**config.mk**
```make
export PLATFORM = sky130hd
export DESIGN_NAME = alu_share_arbiter_flat
export DESIGN_NICKNAME = d
export VERILOG_FILES = /design/src/rtl/alu_share_arbiter_if.sv /design/src/rtl/alu_share_arbiter.sv /design/src/flat_wrapper.sv
export SDC_FILE = /design/constraint.sdc
export NUM_CORES = 1
export LEC_CHECK = 0
export BUFFER_PORTS_ARGS = -buffer_cell sky130_fd_sc_hd__buf_2
export CAP_MARGIN = 20
export CELL_PAD_IN_SITES_DETAIL_PLACEMENT = 0
export CELL_PAD_IN_SITES_GLOBAL_PLACEMENT = 1
export CORE_MARGIN = 1
export CORE_UTILIZATION = 30
export CTS_CLUSTER_SIZE = 16
export DETAILED_ROUTE_END_ITERATION = 16
export PLACE_DENSITY_LB_ADDON = 0.1
export RECOVER_POWER = 50
export SLEW_MARGIN = 20
export SYNTH_ARGS = -nofsm -noshare
export SYNTH_HDL_FRONTEND = slang
export SYNTH_SLANG_ARGS = --single-unit
```
**constraint.sdc**
```tcl
create_clock -name clk -period 7 [get_ports clk]
set_input_delay 0 -clock clk [delete_from_list [all_inputs] [get_ports clk]]
set_output_delay 0 -clock clk [all_outputs]
set_load 0.05 [all_outputs]
```
**src/rtl/alu_share_arbiter_if.sv**
```systemverilog
// Request/response bundle between NREQ requesters and the shared ALU arbiter.
// The rsp_flags signal is present only when ALU_FLAGS_EN is defined.
interface alu_share_arbiter_if #(
   parameter int N    = 8,
   parameter int NREQ = 4
);
   localparam int IW = $clog2(NREQ);

   logic [NREQ-1:0]   req_valid;
   logic [NREQ-1:0]   req_ready;
   logic [NREQ*N-1:0] req_a;
   logic [NREQ*N-1:0] req_b;
   logic [NREQ*2-1:0] req_ctl;
   logic              rsp_valid;
   logic              rsp_ready;
   logic [N-1:0]      rsp_result;
   logic [IW-1:0]     rsp_id;
`ifdef ALU_FLAGS_EN
   logic [3:0]        rsp_flags;

   modport master (
      output req_valid, req_a, req_b, req_ctl, rsp_ready,
      input  req_ready, rsp_valid, rsp_result, rsp_id, rsp_flags
   );

   modport slave (
      input  req_valid, req_a, req_b, req_ctl, rsp_ready,
      output req_ready, rsp_valid, rsp_result, rsp_id, rsp_flags
   );
`else
   modport master (
      output req_valid, req_a, req_b, req_ctl, rsp_ready,
      input  req_ready, rsp_valid, rsp_result, rsp_id
   );

   modport slave (
      input  req_valid, req_a, req_b, req_ctl, rsp_ready,
      output req_ready, rsp_valid, rsp_result, rsp_id
   );
`endif

endinterface

```
**src/rtl/alu_share_arbiter.sv**
```systemverilog
// Round-robin arbiter sharing one ALU among NREQ requesters, with a one-entry response buffer.
// Optional macro ALU_FLAGS_EN adds registered {N,Z,C,V} flags on rsp_flags.
module alu_share_arbiter #(
   parameter int N    = 8,
   parameter int NREQ = 4
) (
   input  logic                clk,
   input  logic                reset,
   alu_share_arbiter_if.slave  bus,
   output logic [15:0]         op_count
);

   localparam int IW = $clog2(NREQ);

   typedef enum logic {
      EMPTY = 1'b0,
      FULL  = 1'b1
   } state_t;

   state_t            state_q, state_d;
   logic [IW-1:0]     ptr_q, ptr_d;
   logic [N-1:0]      rsp_result_q, rsp_result_d;
   logic [IW-1:0]     rsp_id_q, rsp_id_d;
   logic [15:0]       op_count_q, op_count_d;
`ifdef ALU_FLAGS_EN
   logic [3:0]        rsp_flags_q, rsp_flags_d;
`endif

   logic              grant_found;
   logic [IW-1:0]     grant_idx;
   logic              can_accept;
   logic              xfer;
   logic [NREQ-1:0]   req_ready;
   int                cand;

   logic [N-1:0]      sel_a;
   logic [N-1:0]      sel_b;
   logic [1:0]        sel_ctl;
   logic [N-1:0]      alu_res;

   // ctl[0] selects subtract: a + ~b + 1, wrapping modulo 2^N.
   function automatic logic [N-1:0] alu_op(input logic [N-1:0] a,
                                           input logic [N-1:0] b,
                                           input logic [1:0]   ctl);
      logic [N-1:0] bb;
      logic [N-1:0] r;
      bb = ctl[0] ? ~b : b;
      case (ctl)
         2'b10:   r = a & b;
         2'b11:   r = a | b;
         default: r = a + bb + N'(ctl[0]);
      endcase
      return r;
   endfunction

`ifdef ALU_FLAGS_EN
   function automatic logic [3:0] alu_flags(input logic [N-1:0] a,
                                            input logic [N-1:0] b,
                                            input logic [1:0]   ctl,
                                            input logic [N-1:0] r);
      logic [N-1:0] bb;
      logic [N:0]   sum;
      logic         c;
      logic         v;
      bb  = ctl[0] ? ~b : b;
      sum = {1'b0, a} + {1'b0, bb} + (N+1)'(ctl[0]);
      c   = ~ctl[1] & sum[N];
      v   = ~ctl[1] & (a[N-1] == bb[N-1]) & (r[N-1] != a[N-1]);
      return {r[N-1], (r == '0), c, v};
   endfunction
`endif

   // Search ptr, ptr+1, ... wrapping; first valid requester wins.
   always_comb begin
      grant_found = 1'b0;
      grant_idx   = '0;
      cand        = 0;
      for (int k = 0; k < NREQ; k++) begin
         cand = int'(ptr_q) + k;
         if (cand >= NREQ) begin
            cand = cand - NREQ;
         end
         if (!grant_found && bus.req_valid[cand]) begin
            grant_found = 1'b1;
            grant_idx   = IW'(cand);
         end
      end
   end

   assign can_accept = (state_q == EMPTY) || bus.rsp_ready;
   assign xfer       = grant_found && can_accept && !reset;

   always_comb begin
      req_ready = '0;
      if (xfer) begin
         req_ready[grant_idx] = 1'b1;
      end
   end

   assign sel_a   = bus.req_a[int'(grant_idx)*N +: N];
   assign sel_b   = bus.req_b[int'(grant_idx)*N +: N];
   assign sel_ctl = bus.req_ctl[int'(grant_idx)*2 +: 2];
   assign alu_res = alu_op(sel_a, sel_b, sel_ctl);

   always_comb begin
      state_d      = state_q;
      ptr_d        = ptr_q;
      rsp_result_d = rsp_result_q;
      rsp_id_d     = rsp_id_q;
      op_count_d   = op_count_q;
`ifdef ALU_FLAGS_EN
      rsp_flags_d  = rsp_flags_q;
`endif
      if (xfer) begin
         state_d      = FULL;
         rsp_result_d = alu_res;
         rsp_id_d     = grant_idx;
         op_count_d   = op_count_q + 16'd1;
         ptr_d        = (int'(grant_idx) == NREQ-1) ? '0 : grant_idx + 1'b1;
`ifdef ALU_FLAGS_EN
         rsp_flags_d  = alu_flags(sel_a, sel_b, sel_ctl, alu_res);
`endif
      end else if (state_q == FULL && bus.rsp_ready) begin
         // Drained with nothing to refill; the result value is kept.
         state_d = EMPTY;
      end
   end

   // Response buffer register stage
   always_ff @(posedge clk) begin
      if (reset) begin
         state_q      <= EMPTY;
         ptr_q        <= '0;
         rsp_result_q <= '0;
         rsp_id_q     <= '0;
         op_count_q   <= '0;
`ifdef ALU_FLAGS_EN
         rsp_flags_q  <= 4'b0000;
`endif
      end else begin
         state_q      <= state_d;
         ptr_q        <= ptr_d;
         rsp_result_q <= rsp_result_d;
         rsp_id_q     <= rsp_id_d;
         op_count_q   <= op_count_d;
`ifdef ALU_FLAGS_EN
         rsp_flags_q  <= rsp_flags_d;
`endif
      end
   end

   assign bus.req_ready  = req_ready;
   assign bus.rsp_valid  = (state_q == FULL);
   assign bus.rsp_result = rsp_result_q;
   assign bus.rsp_id     = rsp_id_q;
`ifdef ALU_FLAGS_EN
   assign bus.rsp_flags  = rsp_flags_q;
`endif
   assign op_count       = op_count_q;

endmodule

```
**src/flat_wrapper.sv**
```systemverilog
// flat-port wrapper written by rule: the top's interface ports become plain ports
module alu_share_arbiter_flat 
#(
   parameter int N    = 8,
   parameter int NREQ = 4
)
  (clk, reset, op_count, bus_req_valid, bus_req_a, bus_req_b, bus_req_ctl, bus_rsp_ready, bus_req_ready, bus_rsp_valid, bus_rsp_result, bus_rsp_id);
  alu_share_arbiter_if #(.N(N), .NREQ(NREQ)) bus_i ();
  input  logic clk;
  input  logic reset;
  output logic [15:0] op_count;
  input wire logic [$bits(bus_i.req_valid)-1:0] bus_req_valid;
  input wire logic [$bits(bus_i.req_a)-1:0] bus_req_a;
  input wire logic [$bits(bus_i.req_b)-1:0] bus_req_b;
  input wire logic [$bits(bus_i.req_ctl)-1:0] bus_req_ctl;
  input wire logic [$bits(bus_i.rsp_ready)-1:0] bus_rsp_ready;
  output wire logic [$bits(bus_i.req_ready)-1:0] bus_req_ready;
  output wire logic [$bits(bus_i.rsp_valid)-1:0] bus_rsp_valid;
  output wire logic [$bits(bus_i.rsp_result)-1:0] bus_rsp_result;
  output wire logic [$bits(bus_i.rsp_id)-1:0] bus_rsp_id;
  assign bus_i.req_valid = bus_req_valid;
  assign bus_i.req_a = bus_req_a;
  assign bus_i.req_b = bus_req_b;
  assign bus_i.req_ctl = bus_req_ctl;
  assign bus_i.rsp_ready = bus_rsp_ready;
  assign bus_req_ready = bus_i.req_ready;
  assign bus_rsp_valid = bus_i.rsp_valid;
  assign bus_rsp_result = bus_i.rsp_result;
  assign bus_rsp_id = bus_i.rsp_id;
  alu_share_arbiter #(.N(N), .NREQ(NREQ)) u_core (.clk(clk), .reset(reset), .bus(bus_i), .op_count(op_count));
endmodule
```
==> metrics.md, run 1 <==
| Metric | Value |
|---|---|
| Run status | `completed` |
| Clock Sink Count | `29` |
| CP Launch Type | `flop` |
| H-tree level count | `2` |
| Adder-cell area share of the yosys netlist | `9.028%` |
| ANT nets after route | `0` |
| Post-synthesis async set-or-reset flop share | `0%` |
| Antenna diodes | `0` |
| Crit end category | `flop` |
| Initial antenna violation count | `0` |
| Netlist cell types | `58` |
| Yosys top cell by area | `dfxtp_1` |
| Simple-Gate Fraction of Synth Area | `26.39%` |
| Final Slew Violations | `0` |
| Core Footprint | `0.008217 mm^2` |
| Worst-Skew Late Latency | `0.28 ns` |
| Max_slew headroom | `54.52%` |
| Fraction of layout instances using a drive strength above 1 | `26.65%` |
| Gr ovfl total | `0` |
| Compound-Gate Fraction of Synth Area | `26.00%` |
| Critical Path AT | `4.04 ns` |
| Largest net degree at the start of global routing | `36` |
| Avg Vias per Cell | `4.926` |
| Total Wirelength | `7.100 mm` |
| Int Power | `509.1 uW` |
| DRC errors left | `0` |
| Clock Tree Root | `clkbuf_8` |
| Nets | `515` |
| Required @ worst endpoint | `7.14 ns` |
| First-pass GRT wire length | `11.56 mm` |
| Net Sw Power | `478.9 uW` |
| Post-synth EDFFs | `0` |
| Yosys top cell area share | `22.89%` |
| CTS clk-pin slew, worst paths | `0.06 ns` |
| First DRT Iteration DRCs | `90` |
| Largest cells by area after synthesis | `dfxtp_1 23%, nand2_1 7.5%, ha_1 5.4%, a211oi_1 5.3%, a21oi_1 4.5%` |
| Clk pwr share | `13.9%` |
| Area grow syn2layout | `25.01%` |
| Seq/Total Area, Yosys | `22.89%` |
| Ports | `110` |
| Most common cell after layout, fill and taps aside | `buf_2` |
| Final setup TNS | `0 ns` |
| WS Path Type | `reg -> reg` |
| Fill count | `912` |
| Most frequent cells in the layout | `81 x buf_2, 51 x nand2_1, 29 x clkbuf_1, 29 x dfxtp_1` |
| PwrDens | `311.6 mW/mm^2` |
| Unrepaired setup endpoints after global routing | `no` |
| Hold buffer count at CTS | `1` |
| Final hold violations | `0` |
| Peak supply drop | `0.00008495 V` |
| Post-Syn Nets | `416` |
| Fmax | `256.3 MHz` |
| Avg Cell Area, Syn | `7.804 um^2` |
| Leakage power | `0.001377 uW` |
| Syn. warnings | `0` |
| Total Routing Usage GR | `16.39%` |
| Worst hold path type | `in -> reg` |
| Mux cell area share after synthesis | `2.121%` |
| Mapped Cells | `325` |
| Combinational power share | `64.8%` |
| Synthesis-stage register bit count | `29` |
| Worst Path Max Fanout | `35` |
| Final cycle utilization of the critical path | `55.74%` |
| Row count | `33` |
| CTS tree | `yes` |
| Number of buffers created by CTS | `5` |
| Final Critical Period | `3.902 ns` |
| Main combinational cell family by area after synthesis | `simple AND/OR/NAND/NOR gates` |
| Max_cap viols | `0` |
| Vias | `2606` |
| Worst Max-Slew Pin Slew | `0.6823 ns` |
| DIE HEIGHT | `93.95 um` |
| Layout Utilization | `38.59%` |
| Switching part of the total power | `48.47%` |
| Drt first pass iters | `4` |
| Wire per inst | `13.42 um` |
| XOR/XNOR Fraction of Synth Area | `8.140%` |
| Port Buf Inserts | `109` |
| Post-CTS Setup Inserts | `0` |
| Clock Tree Buf Depth | `2` |
| Syn Std Cell Area | `0.002536 mm^2` |
| Initial core utilization | `30.87%` |
| Share of power burned in registers | `21.2%` |
| CTS resizes | `0` |
| Final setup violation count | `0` |
| Top FF cell, synth | `dfxtp_1` |
| GP Congestion | `0.8532` |
| Final Skew | `0.004120 ns` |
| DP HPWL | `5.534 mm` |
| Overall die area | `0.008826 mm^2` |
| Die Span X | `93.95 um` |
| Vias in the first global route | `2407` |
[stage by stage]
step	setup slack (ns)	power (uW)	hold slack [ns]	cell area [um^2]	instances
2_1_floorplan	3.713	730.9	0.1916	2536	325
3_3_place_gp	3.219	867.8	0.2874	3105	521
3_5_place_dp	3.103	860.8	0.2893	3105	521
4_1_cts	3.076	1003	0.05189	3202	529
5_1_grt	2.645	1073	0.1125	3171	529
6_report	3.098	988.0	0.07109	3171	529
[synth_stat cells (all sizes together), types with 2 or more instances]
library cell and n:
mux2i 3, inv 8, a21o 5, maj3 7, o21bai 2, nor4 2, nor3 2, and3 22
nand3 8, a211oi 21, a21oi 23, clkbuf 7, or3 3, a32oi 2, o21ai 14, nand4 4
nor2 22, nor2b 4, and4 2, o41ai 2, nand2 53, xor2 10, ha 11, a31oi 15
and2 6, dfxtp 29, buf 11, nand2b 2, xnor2 11
[flip-flops by register name, indices dropped and copies added (netlist names)]
| name | count |
|---|---|
| u_core.op_count | 16 |
| u_core.bus.rsp_result | 8 |
| u_core.bus.rsp_id | 2 |
| u_core.ptr_q | 2 |
| u_core.bus.rsp_valid | 1 |
[power by group through the flow]
stage / Combinational, uW / Clock, uW / Sequential (uW)
3_3_place_gp: 655 / 0 / 213
5_1_grt: 708 / 151 / 213
2_1_floorplan: 440 / 0 / 291
4_1_cts: 651 / 143 / 210
3_5_place_dp: 647 / 0 / 213
6_report: 641 / 138 / 210
[area by class of cell]
cell class	count	area, um^2	area share [%]
Tap cell	105	131.4	4.144
Sequential cell	29	580.6	18.31
Clock buffer	7	86.33	2.723
Multi-Input combinational cell	270	1822	57.46
Inverter	8	30.03	0.9471
Timing Repair Buffer	110	520.5	16.42
[kinds of logic (layout without fill, tap and decap cells)]
family,count (synthesis),in the layout
buf+inv,26,125
xor+xnor,22,22
compound gates,92,92
fa+ha+maj,19,19
simple gates,133,133
flops,29,29
mux,4,4
[per-layer routing]
layer	vias up	track usage [%]	wire (um)
met3	5	2.104	290
li1	1370	-	-
met5	-	0	0
met4	0	3.846	64
met2	76	27.68	3173
met1	1155	21.98	3571
[critical path, stage by stage (launching register included)]
cell and delay, ns:
dfxtp_1 0.38, nor2b_1 0.09, o21ai_0 0.25, o221ai_2 0.23, inv_2 0.54, nand3_1 0.23
nand2_1 0.37, xnor2_1 0.19, fa_1 0.46, a21o_1 0.17, a21oi_1 0.20, o21bai_1 0.10
a21oi_1 0.17, xor2_1 0.16, a21oi_1 0.08, o21ai_1 0.09, a21oi_1 0.07
[final timing paths]
kind                            startpoint  cells past startpoint  slack, ns                       end
setup / recovery           u_core.ptr_q[0]                     16       3.10  u_core.bus.rsp_result[6]
hold / removal            bus_req_valid[2]                      3       0.07      u_core.bus.rsp_valid
setup reg to reg           u_core.ptr_q[0]                     16       3.10  u_core.bus.rsp_result[6]
hold reg to reg   u_core.bus.rsp_result[6]                      2       0.46  u_core.bus.rsp_result[6]
(Power assumes the default switching activity.)
==> run 2, diff against run 1 <==
- ABC_AREA: default -> 1
- clock period: 7 -> 4.05 ns (I/O delays scaled with it)
==> metrics.md, run 2 <==
| Metric | Value |
|---|---|
| Run status | `completed` |
| Critical Path AT | `3.78 ns` |
| Final Skew | `0.006291 ns` |
| Post-Layout Inst Area | `0.003611 mm^2` |
| Final cycle utilization of the critical path | `88.92%` |
| Drt first pass iters | `4` |
| Required @ worst endpoint | `4.23 ns` |
| First-pass GRT wire length | `14.20 mm` |
| Clock Sink Count | `29` |
| Avg Cell Area, Syn | `5.969 um^2` |
| Clock Tree Buf Depth | `2` |
| Hold buffer count at CTS | `0` |
| WS Path Type | `reg -> reg` |
| Compound-Gate Fraction of Synth Area | `17.57%` |
| Final setup TNS | `0 ns` |
| Wire per inst | `11.69 um` |
| Crit-path cells | `buf_4 -> nand2_2 -> nand3_1 -> nand2_2 -> inv_2 -> nand3_2 -> nand3_4 -> inv_2 -> or2_2 -> a32oi_1 -> inv_1 -> fa_1 -> nand2_1 -> nand2_1 -> a21oi_1 -> o21bai_1 -> a21oi_1 -> xor2_1 -> o211ai_1 -> nand2_1 -> inv_1` |
| CP Launch Type | `flop` |
| Final Slew Violations | `0` |
| Port Buf Inserts | `109` |
| Final setup violation count | `0` |
| Simple-Gate Fraction of Synth Area | `40.29%` |
| Most frequent cells in the layout | `126 x nand2_1, 82 x buf_2, 75 x inv_1` |
| Mux cell area share after synthesis | `0%` |
| Final hold violations | `0` |
| Max_cap viols | `0` |
| Max_slew headroom | `40.79%` |
| Initial core utilization | `31.29%` |
| Synth top cells by count | `125 x nand2_1, 75 x inv_1, 41 x nand3_1, 36 x a21oi_1, 29 x dfxtp_1` |
| Worst hold path type | `in -> reg` |
| Unrepaired setup endpoints after global routing | `no` |
| H-tree level count | `2` |
| Top FF cell, synth | `dfxtp_1` |
| Yosys top cell area share | `19.89%` |
| XOR/XNOR Fraction of Synth Area | `1.200%` |
| Antenna diodes | `0` |
| Syn. warnings | `0` |
| Row count | `35` |
| Worst Path Max Fanout | `16` |
| DP HPWL | `6.950 mm` |
| CP max stage delay | `0.44 ns` |
| Worst-Skew Late Latency | `0.28 ns` |
| Crit end category | `flop` |
| Yosys top cell by area | `dfxtp_1` |
| Clock Tree Root | `clkbuf_8` |
| Nets | `683` |
| Worst Max-Slew Pin Slew | `0.8860 ns` |
| Adder-cell area share of the yosys netlist | `5.401%` |
| DIE HEIGHT | `100.6 um` |
| Total Wirelength | `8.440 mm` |
| CTS clk-pin slew, worst paths | `0.06 ns` |
| Largest cells by area after synthesis | `dfxtp_1 20%, nand2_1 16%, inv_1 9.6%, nand3_1 7.0%, a21oi_1 6.2%` |
| DP Area | `0.003545 mm^2` |
| Most used cell, CP | `nand2_1` |
| Core Footprint | `0.009328 mm^2` |
| Post-Syn Nets | `580` |
| Syn Std Cell Area | `0.002919 mm^2` |
| Avg Vias per Cell | `4.579` |
| Most common cell after layout, fill and taps aside | `nand2_1` |
| Largest net degree at the start of global routing | `28` |
| GP Congestion | `0.8075` |
| Vias | `3306` |
| Mapped Cells | `489` |
| CTS tree | `yes` |
| Area grow syn2layout | `23.70%` |
| First DRT Iteration DRCs | `71` |
| Number of buffers created by CTS | `5` |
| Die Span X | `100.6 um` |
| ANT nets after route | `0` |
| Main combinational cell family by area after synthesis | `simple AND/OR/NAND/NOR gates` |
| Vias in the first global route | `3183` |
| Initial antenna violation count | `0` |
| Seq/Total Area, Yosys | `19.89%` |
| Final Critical Period | `3.601 ns` |
| Ports | `110` |
| Fraction of layout instances using a drive strength above 1 | `23.95%` |
| Top-count cell post-synth | `nand2_1` |
| Synthesis-stage register bit count | `29` |
| Post-synthesis async set-or-reset flop share | `0%` |
| Netlist cell types | `43` |
| Worst slack on hold paths | `0.01186 ns` |
| Total Routing Usage GR | `17.43%` |
| Post-synth EDFFs | `0` |
| DRC errors left | `0` |
| Slowest cell on crit path | `fa_1` |
| Gr ovfl total | `0` |
| Fmax | `277.7 MHz` |
| Fill count | `1065` |
| Max reg flops | `16` |
| Overall die area | `0.01013 mm^2` |
-- run 2: cell families (layout without fill, tap and decap cells) --
group | Yosys count | in the layout
fa+ha+maj | 12 | 12
flops | 29 | 29
compound gates | 89 | 89
buf+inv | 106 | 210
xor+xnor | 4 | 4
simple gates | 249 | 249
-- run 2: worst max-delay path, delay by kind of cell (launching register included) --
family	cells	cell delay (ns)
flops	1	0.38
fa+ha+maj	1	0.44
xor+xnor	1	0.17
buf+inv	5	0.55
simple gates	9	1.22
compound gates	5	0.77
-- run 2: path summary, 6_finish.rpt --
kind / startpoint / end / slack, ns / cells after the start
setup reg to reg: u_core.ptr_q[0] / u_core.bus.rsp_result[6] / 0.45 / 21
hold reg to reg: u_core.bus.rsp_id[0] / u_core.bus.rsp_id[0] / 0.47 / 2
hold / removal: reset / u_core.bus.rsp_id[0] / 0.01 / 2
setup / recovery: u_core.ptr_q[0] / u_core.bus.rsp_result[6] / 0.45 / 21
-- run 2: repair_timing --
action	in CTS	in global routing
setup endpoints to repair	0	1
setup buffers	0	0
gates resized for setup	0	2
-- run 2: area by class of cell --
cell class,instances,area [um^2],share of cell area [%]
repair buffers,116,564.3,15.63
multi-input cells,354,1879,52.04
flip-flops and latches,29,581.8,16.11
inverters,86,322.8,8.940
well taps,129,161.4,4.470
clock inverters,1,5.005,0.1386
clock buffers,7,96.34,2.668
-- run 2: per-layer routing --
layer / GRT usage (%) / wire [um]
met5: 0 / 0
met4: 2.676 / 19
met3: 2.566 / 296
met2: 33.19 / 4389
met1: 20.87 / 3735
-- run 2: metrics by stage --
step	util [%]	cells	setup slack [ns]
2_1_floorplan	-	489	0.8209
3_3_place_gp	38.00	714	0.4911
3_5_place_dp	38.00	714	0.3867
4_1_cts	39.09	722	0.3668
5_1_grt	38.71	722	0.06063
6_report	38.71	722	0.4487
Power of run 2 is left out: the tool's default activity adds up to more than one toggle a clock period on the data nets, which glitch-free logic cannot reach.
